[config.mk]
export PLATFORM = sky130hd
export DESIGN_NAME = fir_decim_flat
export DESIGN_NICKNAME = d
export VERILOG_FILES = /design/src/rtl/fm_demod_pkg.sv /design/src/rtl/fir_decim_if.sv /design/src/rtl/fm_sync_fifo.sv /design/src/rtl/fir_decim.sv /design/src/flat_wrapper.sv
export SDC_FILE = /design/constraint.sdc
export NUM_CORES = 1
export LEC_CHECK = 0
export BUFFER_PORTS_ARGS = -buffer_cell sky130_fd_sc_hd__buf_2
export CORE_MARGIN = 5
export CORE_UTILIZATION = 45
export CTS_CLUSTER_SIZE = 20
export DETAILED_ROUTE_END_ITERATION = 6
export GPL_ROUTABILITY_DRIVEN = 0
export HOLD_SLACK_MARGIN = 0.12
export PLACE_DENSITY_LB_ADDON = 0.12
export SLEW_MARGIN = 20
export SYNTH_ARGS = -nofsm -noshare
export SYNTH_HDL_FRONTEND = slang
export SYNTH_HIERARCHICAL = 1
export SYNTH_SLANG_ARGS = --single-unit
[constraint.sdc]
create_clock -name clk -period 2.45 [get_ports clk]
set_input_delay 0.245 -clock clk [delete_from_list [all_inputs] [get_ports clk]]
set_output_delay 0.245 -clock clk [all_outputs]
set_load 0.02 [all_outputs]
[src/rtl/fm_demod_pkg.sv]
// Shared constants and sample type for the FM demodulator chain (FIR, decimator, demodulator).
package fm_demod_pkg;

  localparam int unsigned SampleWidth      = 16;
  localparam int unsigned DefaultDecim     = 4;
  localparam int unsigned DefaultFifoDepth = 4;

  typedef logic signed [SampleWidth-1:0] sample_t;

endpackage

[src/rtl/fir_decim_if.sv]
// Sample-in / decimated-sample-out bundle of the FIR decimator.
interface fir_decim_if
  import fm_demod_pkg::*;
#(
  parameter int unsigned WIDTH      = SampleWidth,
  parameter int unsigned FIFO_DEPTH = DefaultFifoDepth
);

  localparam int unsigned LevelW = $clog2(FIFO_DEPTH) + 1;

  logic                    valid_i;
  logic signed [WIDTH-1:0] data_i;
  logic                    ready_i;
  logic                    clr_ovf_i;
  logic                    valid_o;
  logic signed [WIDTH-1:0] data_o;
  logic [LevelW-1:0]       level_o;
  logic                    overflow_o;

  modport master (
    output valid_i, data_i, ready_i, clr_ovf_i,
    input  valid_o, data_o, level_o, overflow_o
  );

  modport slave (
    input  valid_i, data_i, ready_i, clr_ovf_i,
    output valid_o, data_o, level_o, overflow_o
  );

endinterface

[src/rtl/fm_sync_fifo.sv]
// First-word-fall-through synchronous FIFO; a push into a full FIFO is accepted only
// when a pop frees the slot on the same edge. rdata reads 0 while empty.
module fm_sync_fifo #(
  parameter int unsigned WIDTH = 16,
  parameter int unsigned DEPTH = 4
) (
  input  logic                   clk,
  input  logic                   rst,
  input  logic                   push,
  input  logic                   pop,
  input  logic [WIDTH-1:0]       wdata,
  output logic [WIDTH-1:0]       rdata,
  output logic                   full,
  output logic                   empty,
  output logic [$clog2(DEPTH):0] level
);

  localparam int unsigned PtrW = $clog2(DEPTH);

  logic [WIDTH-1:0] mem_q [DEPTH];
  logic [PtrW-1:0]  wr_ptr_q, rd_ptr_q;
  logic [PtrW:0]    level_q, level_d;
  logic             do_push, do_pop;

  assign empty   = (level_q == '0);
  assign full    = (level_q == (PtrW + 1)'(DEPTH));
  assign do_pop  = pop && !empty;
  assign do_push = push && (!full || do_pop);

  always_comb begin
    level_d = level_q;
    case ({do_push, do_pop})
      2'b10:   level_d = level_q + 1'b1;
      2'b01:   level_d = level_q - 1'b1;
      default: level_d = level_q;
    endcase
  end

  // Depth is a power of two, so pointers wrap by natural overflow.
  always_ff @(posedge clk or negedge rst) begin
    if (!rst) begin
      wr_ptr_q <= '0;
      rd_ptr_q <= '0;
      level_q  <= '0;
    end else begin
      if (do_push) wr_ptr_q <= wr_ptr_q + 1'b1;
      if (do_pop)  rd_ptr_q <= rd_ptr_q + 1'b1;
      level_q <= level_d;
    end
  end

  always_ff @(posedge clk) begin
    if (do_push) mem_q[wr_ptr_q] <= wdata;
  end

  assign rdata = empty ? '0 : mem_q[rd_ptr_q];
  assign level = level_q;

endmodule

[src/rtl/fir_decim.sv]
// Decimate-by-DECIM stage with output FIFO and sticky overflow flag.
// Define FIR_DECIM_AVG_EN to output the rounded mean of each group instead of its last sample.
module fir_decim
  import fm_demod_pkg::*;
#(
  parameter int unsigned WIDTH      = SampleWidth,
  parameter int unsigned DECIM      = DefaultDecim,
  parameter int unsigned FIFO_DEPTH = DefaultFifoDepth
) (
  input logic       clk,
  input logic       rst,
  fir_decim_if.slave bus
);

  localparam int unsigned PhW    = $clog2(DECIM);
  localparam int unsigned LevelW = $clog2(FIFO_DEPTH) + 1;

  logic [PhW-1:0]    phase_q, phase_d;
  logic              last_phase, push, pop, full, empty;
  logic              ovf_q, ovf_d;
  logic [WIDTH-1:0]  sample, rdata;
  logic [LevelW-1:0] level;

  assign last_phase = (phase_q == PhW'(DECIM - 1));
  assign push       = bus.valid_i && last_phase;
  assign pop        = bus.ready_i && !empty;

  always_comb begin
    phase_d = phase_q;
    if (bus.valid_i) phase_d = last_phase ? '0 : phase_q + 1'b1;
  end

`ifdef FIR_DECIM_AVG_EN
  localparam int unsigned AccW = WIDTH + 4;
  localparam logic signed [AccW-1:0] Round = AccW'(DECIM / 2);

  logic signed [AccW-1:0] acc_q, acc_sum, rounded;

  // Phase 0 restarts the sum so a group never inherits a stale partial.
  always_comb begin
    acc_sum = (phase_q == '0) ? '0 : acc_q;
    acc_sum = acc_sum + {{4{bus.data_i[WIDTH-1]}}, bus.data_i};
    rounded = acc_sum + Round;
    sample  = WIDTH'(rounded >>> PhW);
  end

  always_ff @(posedge clk or negedge rst) begin
    if (!rst) begin
      acc_q <= '0;
    end else if (bus.valid_i) begin
      acc_q <= acc_sum;
    end
  end
`else
  assign sample = bus.data_i;
`endif

  // A coinciding drop wins over clear so no overflow event is lost.
  assign ovf_d = (push && full && !pop) || (ovf_q && !bus.clr_ovf_i);

  always_ff @(posedge clk or negedge rst) begin
    if (!rst) begin
      phase_q <= '0;
      ovf_q   <= 1'b0;
    end else begin
      phase_q <= phase_d;
      ovf_q   <= ovf_d;
    end
  end

  fm_sync_fifo #(
    .WIDTH (WIDTH),
    .DEPTH (FIFO_DEPTH)
  ) u_fifo (
    .clk   (clk),
    .rst   (rst),
    .push  (push),
    .pop   (pop),
    .wdata (sample),
    .rdata (rdata),
    .full  (full),
    .empty (empty),
    .level (level)
  );

  assign bus.valid_o    = !empty;
  assign bus.data_o     = rdata;
  assign bus.level_o    = level;
  assign bus.overflow_o = ovf_q;

endmodule

[src/flat_wrapper.sv]
// flat-port wrapper written by rule: the top's interface ports become plain ports
module fir_decim_flat import fm_demod_pkg::*;
#(
  parameter int unsigned WIDTH      = SampleWidth,
  parameter int unsigned DECIM      = DefaultDecim,
  parameter int unsigned FIFO_DEPTH = DefaultFifoDepth
)
  (clk, rst, bus_valid_i, bus_data_i, bus_ready_i, bus_clr_ovf_i, bus_valid_o, bus_data_o, bus_level_o, bus_overflow_o);
  fir_decim_if #(.WIDTH(WIDTH), .FIFO_DEPTH(FIFO_DEPTH)) bus_i ();
  input logic clk;
  input logic rst;
  input wire logic [$bits(bus_i.valid_i)-1:0] bus_valid_i;
  input wire logic [$bits(bus_i.data_i)-1:0] bus_data_i;
  input wire logic [$bits(bus_i.ready_i)-1:0] bus_ready_i;
  input wire logic [$bits(bus_i.clr_ovf_i)-1:0] bus_clr_ovf_i;
  output wire logic [$bits(bus_i.valid_o)-1:0] bus_valid_o;
  output wire logic [$bits(bus_i.data_o)-1:0] bus_data_o;
  output wire logic [$bits(bus_i.level_o)-1:0] bus_level_o;
  output wire logic [$bits(bus_i.overflow_o)-1:0] bus_overflow_o;
  assign bus_i.valid_i = bus_valid_i;
  assign bus_i.data_i = bus_data_i;
  assign bus_i.ready_i = bus_ready_i;
  assign bus_i.clr_ovf_i = bus_clr_ovf_i;
  assign bus_valid_o = bus_i.valid_o;
  assign bus_data_o = bus_i.data_o;
  assign bus_level_o = bus_i.level_o;
  assign bus_overflow_o = bus_i.overflow_o;
  fir_decim #(.WIDTH(WIDTH), .DECIM(DECIM), .FIFO_DEPTH(FIFO_DEPTH)) u_core (.clk(clk), .rst(rst), .bus(bus_i));
endmodule
==> results.yml <==
timing:
  finalSetupTns_ns: 0
  period_share_pct: 94.2
  worstMarginPinSlew_ns: 0.473
  skew_ns: 0.00525
  final-setup-viol-count: 0
  slew_headroom_pct: 68.5
  fmax_mhz: 433
  rsz0062_at_grt: "false"
  min_period_ns: 2.31
  layout_setup_ws_ns: 0.142
  drv_slew: 0
  hold_viol: 0
cells_and_area:
  drive_above_1_share_pct: 39.1
  fin_nets: 265
  fin_area_um2: 3760
  area_growth_syn_to_layout_pct: 21.3
  antenna_cells: 0
routing:
  firstDrtPassIters: 4
  routed_wl_um: 5760
  wl_per_cell_um: 17.8
  ant_nets: 0
  routed-via-count: 1697
  drc: 0
  vias_per_cell: 5.25
  first_iter_violations: 97
grt:
  grt_max_degree: 20
  antenna_found_initial: 0
  overflow: 0
  grt_usage_pct: 14.6
  grt_pass1_wl_um: 9380
  grt_pass1_vias: 1897
floorplan:
  die_h_um: 93.0
  die_x_um: 93.0
  core_area_um2: 6760
  die_area_um2: 8640
  start_util_pct: 45.9
  boundaryPins: 42
  row_count: 30
synthesis:
  ys_ff_latch: 74
  synth_edf_count: 64
  postSynthAreaPerCell_um2: 18.3
  yosys_warnings: 6
  yosys.area.top_type_share_pct: 62.0
  ys_seq_area_share_pct: 70.1
  synth_fp_nets: 196
  synth.distinct_cells: 33
  yosysTopAreaCell: "edfxtp_1"
  synthArstFlopShare_pct: 13.5
  ys_top_cells_by_count: "64 x edfxtp_1, 16 x and2_1, 16 x mux4_2, 10 x dfrtp_1, 10 x inv_1"
  synth.area.top_cells: "edfxtp_1 62%, mux4_2 12%, dfrtp_1 8.1%, and2_1 3.2%, ha_1 2.0%"
  postSynthCellCount: 169
  yosysMostFrequentCell: "edfxtp_1"
  ys.flop_type: "edfxtp_1"
  netlist_area_um2: 3100
worst_setup_path:
  crit_chain: "or3_2 -> inv_2 -> nor2b_1 -> nor2b_2 -> nand2_2 -> fa_1 -> o21ba_2 -> o211ai_1 -> a22oi_1"
  r2r-end: "u_core/u_fifo/level[1]$_DFFE_PN0P_"
  cp_max_fo: 3
  critPathSlowestCell: "or3_2"
  rrSetupSlack_ns: 0.14
  crit_type: "flip-flop to flip-flop"
  cp.arrival_ns: 2.57
  timing.rr.start: "u_core/u_fifo/level[0]$_DFFE_PN0P_"
  required_ns: 2.71
  crit_path_end_kind: "flip-flop"
  ff2ff_path_depth: 9
  start_kind: "flip-flop"
  critPathMaxStageDelay_ns: 0.50
power:
  power_density_nw_per_um2: 1120
  ir_drop_mv: 0.483
  leakage_nw: 1.40
clocking:
  cts_root_buf: "clkbuf_8"
  cts_buffers: 9
  h-tree-depth: 3
  tritoncts: "built"
  clkTransAtPathRegs_ns: 0.08
  clock_latency_ns: 0.34
  cts.sinks: 74
  max-clock-path-buffers: 2
min_path:
  holdPathStages: 1
  worstHoldPathType: "input pin to flip-flop"
  min_from: "bus_data_i[13]"
  worstHoldEndpoint: "u_core/u_fifo/mem_q[1][13]$_DFFE_PP_"
run_status:
  status: "finished clean"
place:
  post_dp_cell_area_um2: 3390
  port_buffers: 41
  post-place-ws_ns: 0.0906
  hpwl_um: 3620
flow_run:
  maxCapViolations: 0
## final cells by class
cell class,count,area (um2)
timing repair buffer,66,435
fill,547,3000
tap,80,100
clock buffer,9,124
sequential,74,2170
inverter,10,37.5
multi-input combinational,77,841
clock inverter,7,45.0
## flip-flops by register name (all words and copies together) (netlist names)
| name | count |
|---|---|
| u_core/bus.overflow_o | 1 |
| u_core/phase_q | 2 |
| u_core/u_fifo/level | 3 |
| u_core/u_fifo/mem_q | 64 |
| u_core/u_fifo/rd_ptr_q | 2 |
| u_core/u_fifo/wr_ptr_q | 2 |
## per-stage QoR
stage | util [%] | power, W | hold WS (ns) | cells
2_1_floorplan | - | 0.00287 | -0.0506 | 169
3_3_place_gp | 50.2 | 0.00329 | 0.114 | 287
3_5_place_dp | 50.2 | 0.00336 | 0.125 | 287
4_1_cts | 55.2 | 0.00420 | 0.133 | 320
5_1_grt | 55.6 | 0.00448 | 0.140 | 323
6_report | 55.6 | 0.00420 | 0.146 | 323
## power by group
group / leakage (nW) / internal [W] / switching (W) / total (W)
Combinational: 0.624 / 0.000813 / 0.000969 / 0.00178
Sequential: 0.697 / 0.00153 / 0.0000765 / 0.00161
Clock: 0.0791 / 0.000363 / 0.000449 / 0.000812
## placed cells by master, fill, tap and decap left out, types with 5 or more instances in the layout
| master | synthesis | routed |
|---|---|---|
| dfrtp_1 | 10 | 8 |
| buf_4 | 1 | 8 |
| inv_1 | 10 | 9 |
| clkbuf_8 | 0 | 9 |
| edfxtp_1 | 64 | 64 |
| ha_1 | 5 | 5 |
| buf_2 | 3 | 41 |
| mux4_2 | 16 | 16 |
| dlygate4sd3_1 | 0 | 17 |
| and2_1 | 16 | 16 |
| and2_2 | 5 | 5 |
## worst max-delay path: cells and delay by family (launching register included)
| kind | cells | cell delay (ns) |
|---|---|---|
| AND/OR/NAND/NOR | 4 | 0.80 |
| flip-flops | 1 | 0.43 |
| buffers and inverters | 1 | 0.07 |
| adder cells (fa/ha/maj) | 1 | 0.42 |
| AO/OA/AOI/OAI | 3 | 0.50 |
## metal layers
metal  vias to the layer above  wire, um  track usage (%)
met5                         -         0                0
li1                        775         -                -
met4                         0       158             8.18
met2                        54      3030             24.7
met3                        16       269             3.38
met1                       852      2300             17.0
## cell families (layout without fill, tap and decap cells)
kind of cell	count (synthesis)	count (layout)	synth area share [%]
compound gates	10	10	2.67
xor+xnor	5	5	1.41
fa+ha+maj	6	6	2.67
buf+inv	18	92	2.91
flops	74	74	70.1
mux	19	19	12.9
simple gates	37	37	7.31
## timing repair
| action | in CTS | in global routing |
|---|---|---|
| endpoints found under the hold margin | 71 | 0 |
| buffers inserted | 0 | 3 |
| hold buffers | 17 | 0 |
| endpoints found under the setup margin | 0 | 1 |
| resized for setup | 0 | 3 |
## worst max-delay path by stage
| stage | start | end |
|---|---|---|
| floorplan | u_core/u_fifo/level[0]$_DFFE_PN0P_ | u_core/u_fifo/level[1]$_DFFE_PN0P_ |
| global placement | u_core/u_fifo/level[0]$_DFFE_PN0P_ | u_core/u_fifo/level[1]$_DFFE_PN0P_ |
| detailed placement | u_core/u_fifo/level[0]$_DFFE_PN0P_ | u_core/u_fifo/level[1]$_DFFE_PN0P_ |
| CTS | u_core/u_fifo/level[0]$_DFFE_PN0P_ | u_core/u_fifo/level[1]$_DFFE_PN0P_ |
| global route | u_core/u_fifo/level[0]$_DFFE_PN0P_ | u_core/u_fifo/level[1]$_DFFE_PN0P_ |
| finish | u_core/u_fifo/level[0]$_DFFE_PN0P_ | u_core/u_fifo/level[1]$_DFFE_PN0P_ |
Power figures use the tool's default switching activity.
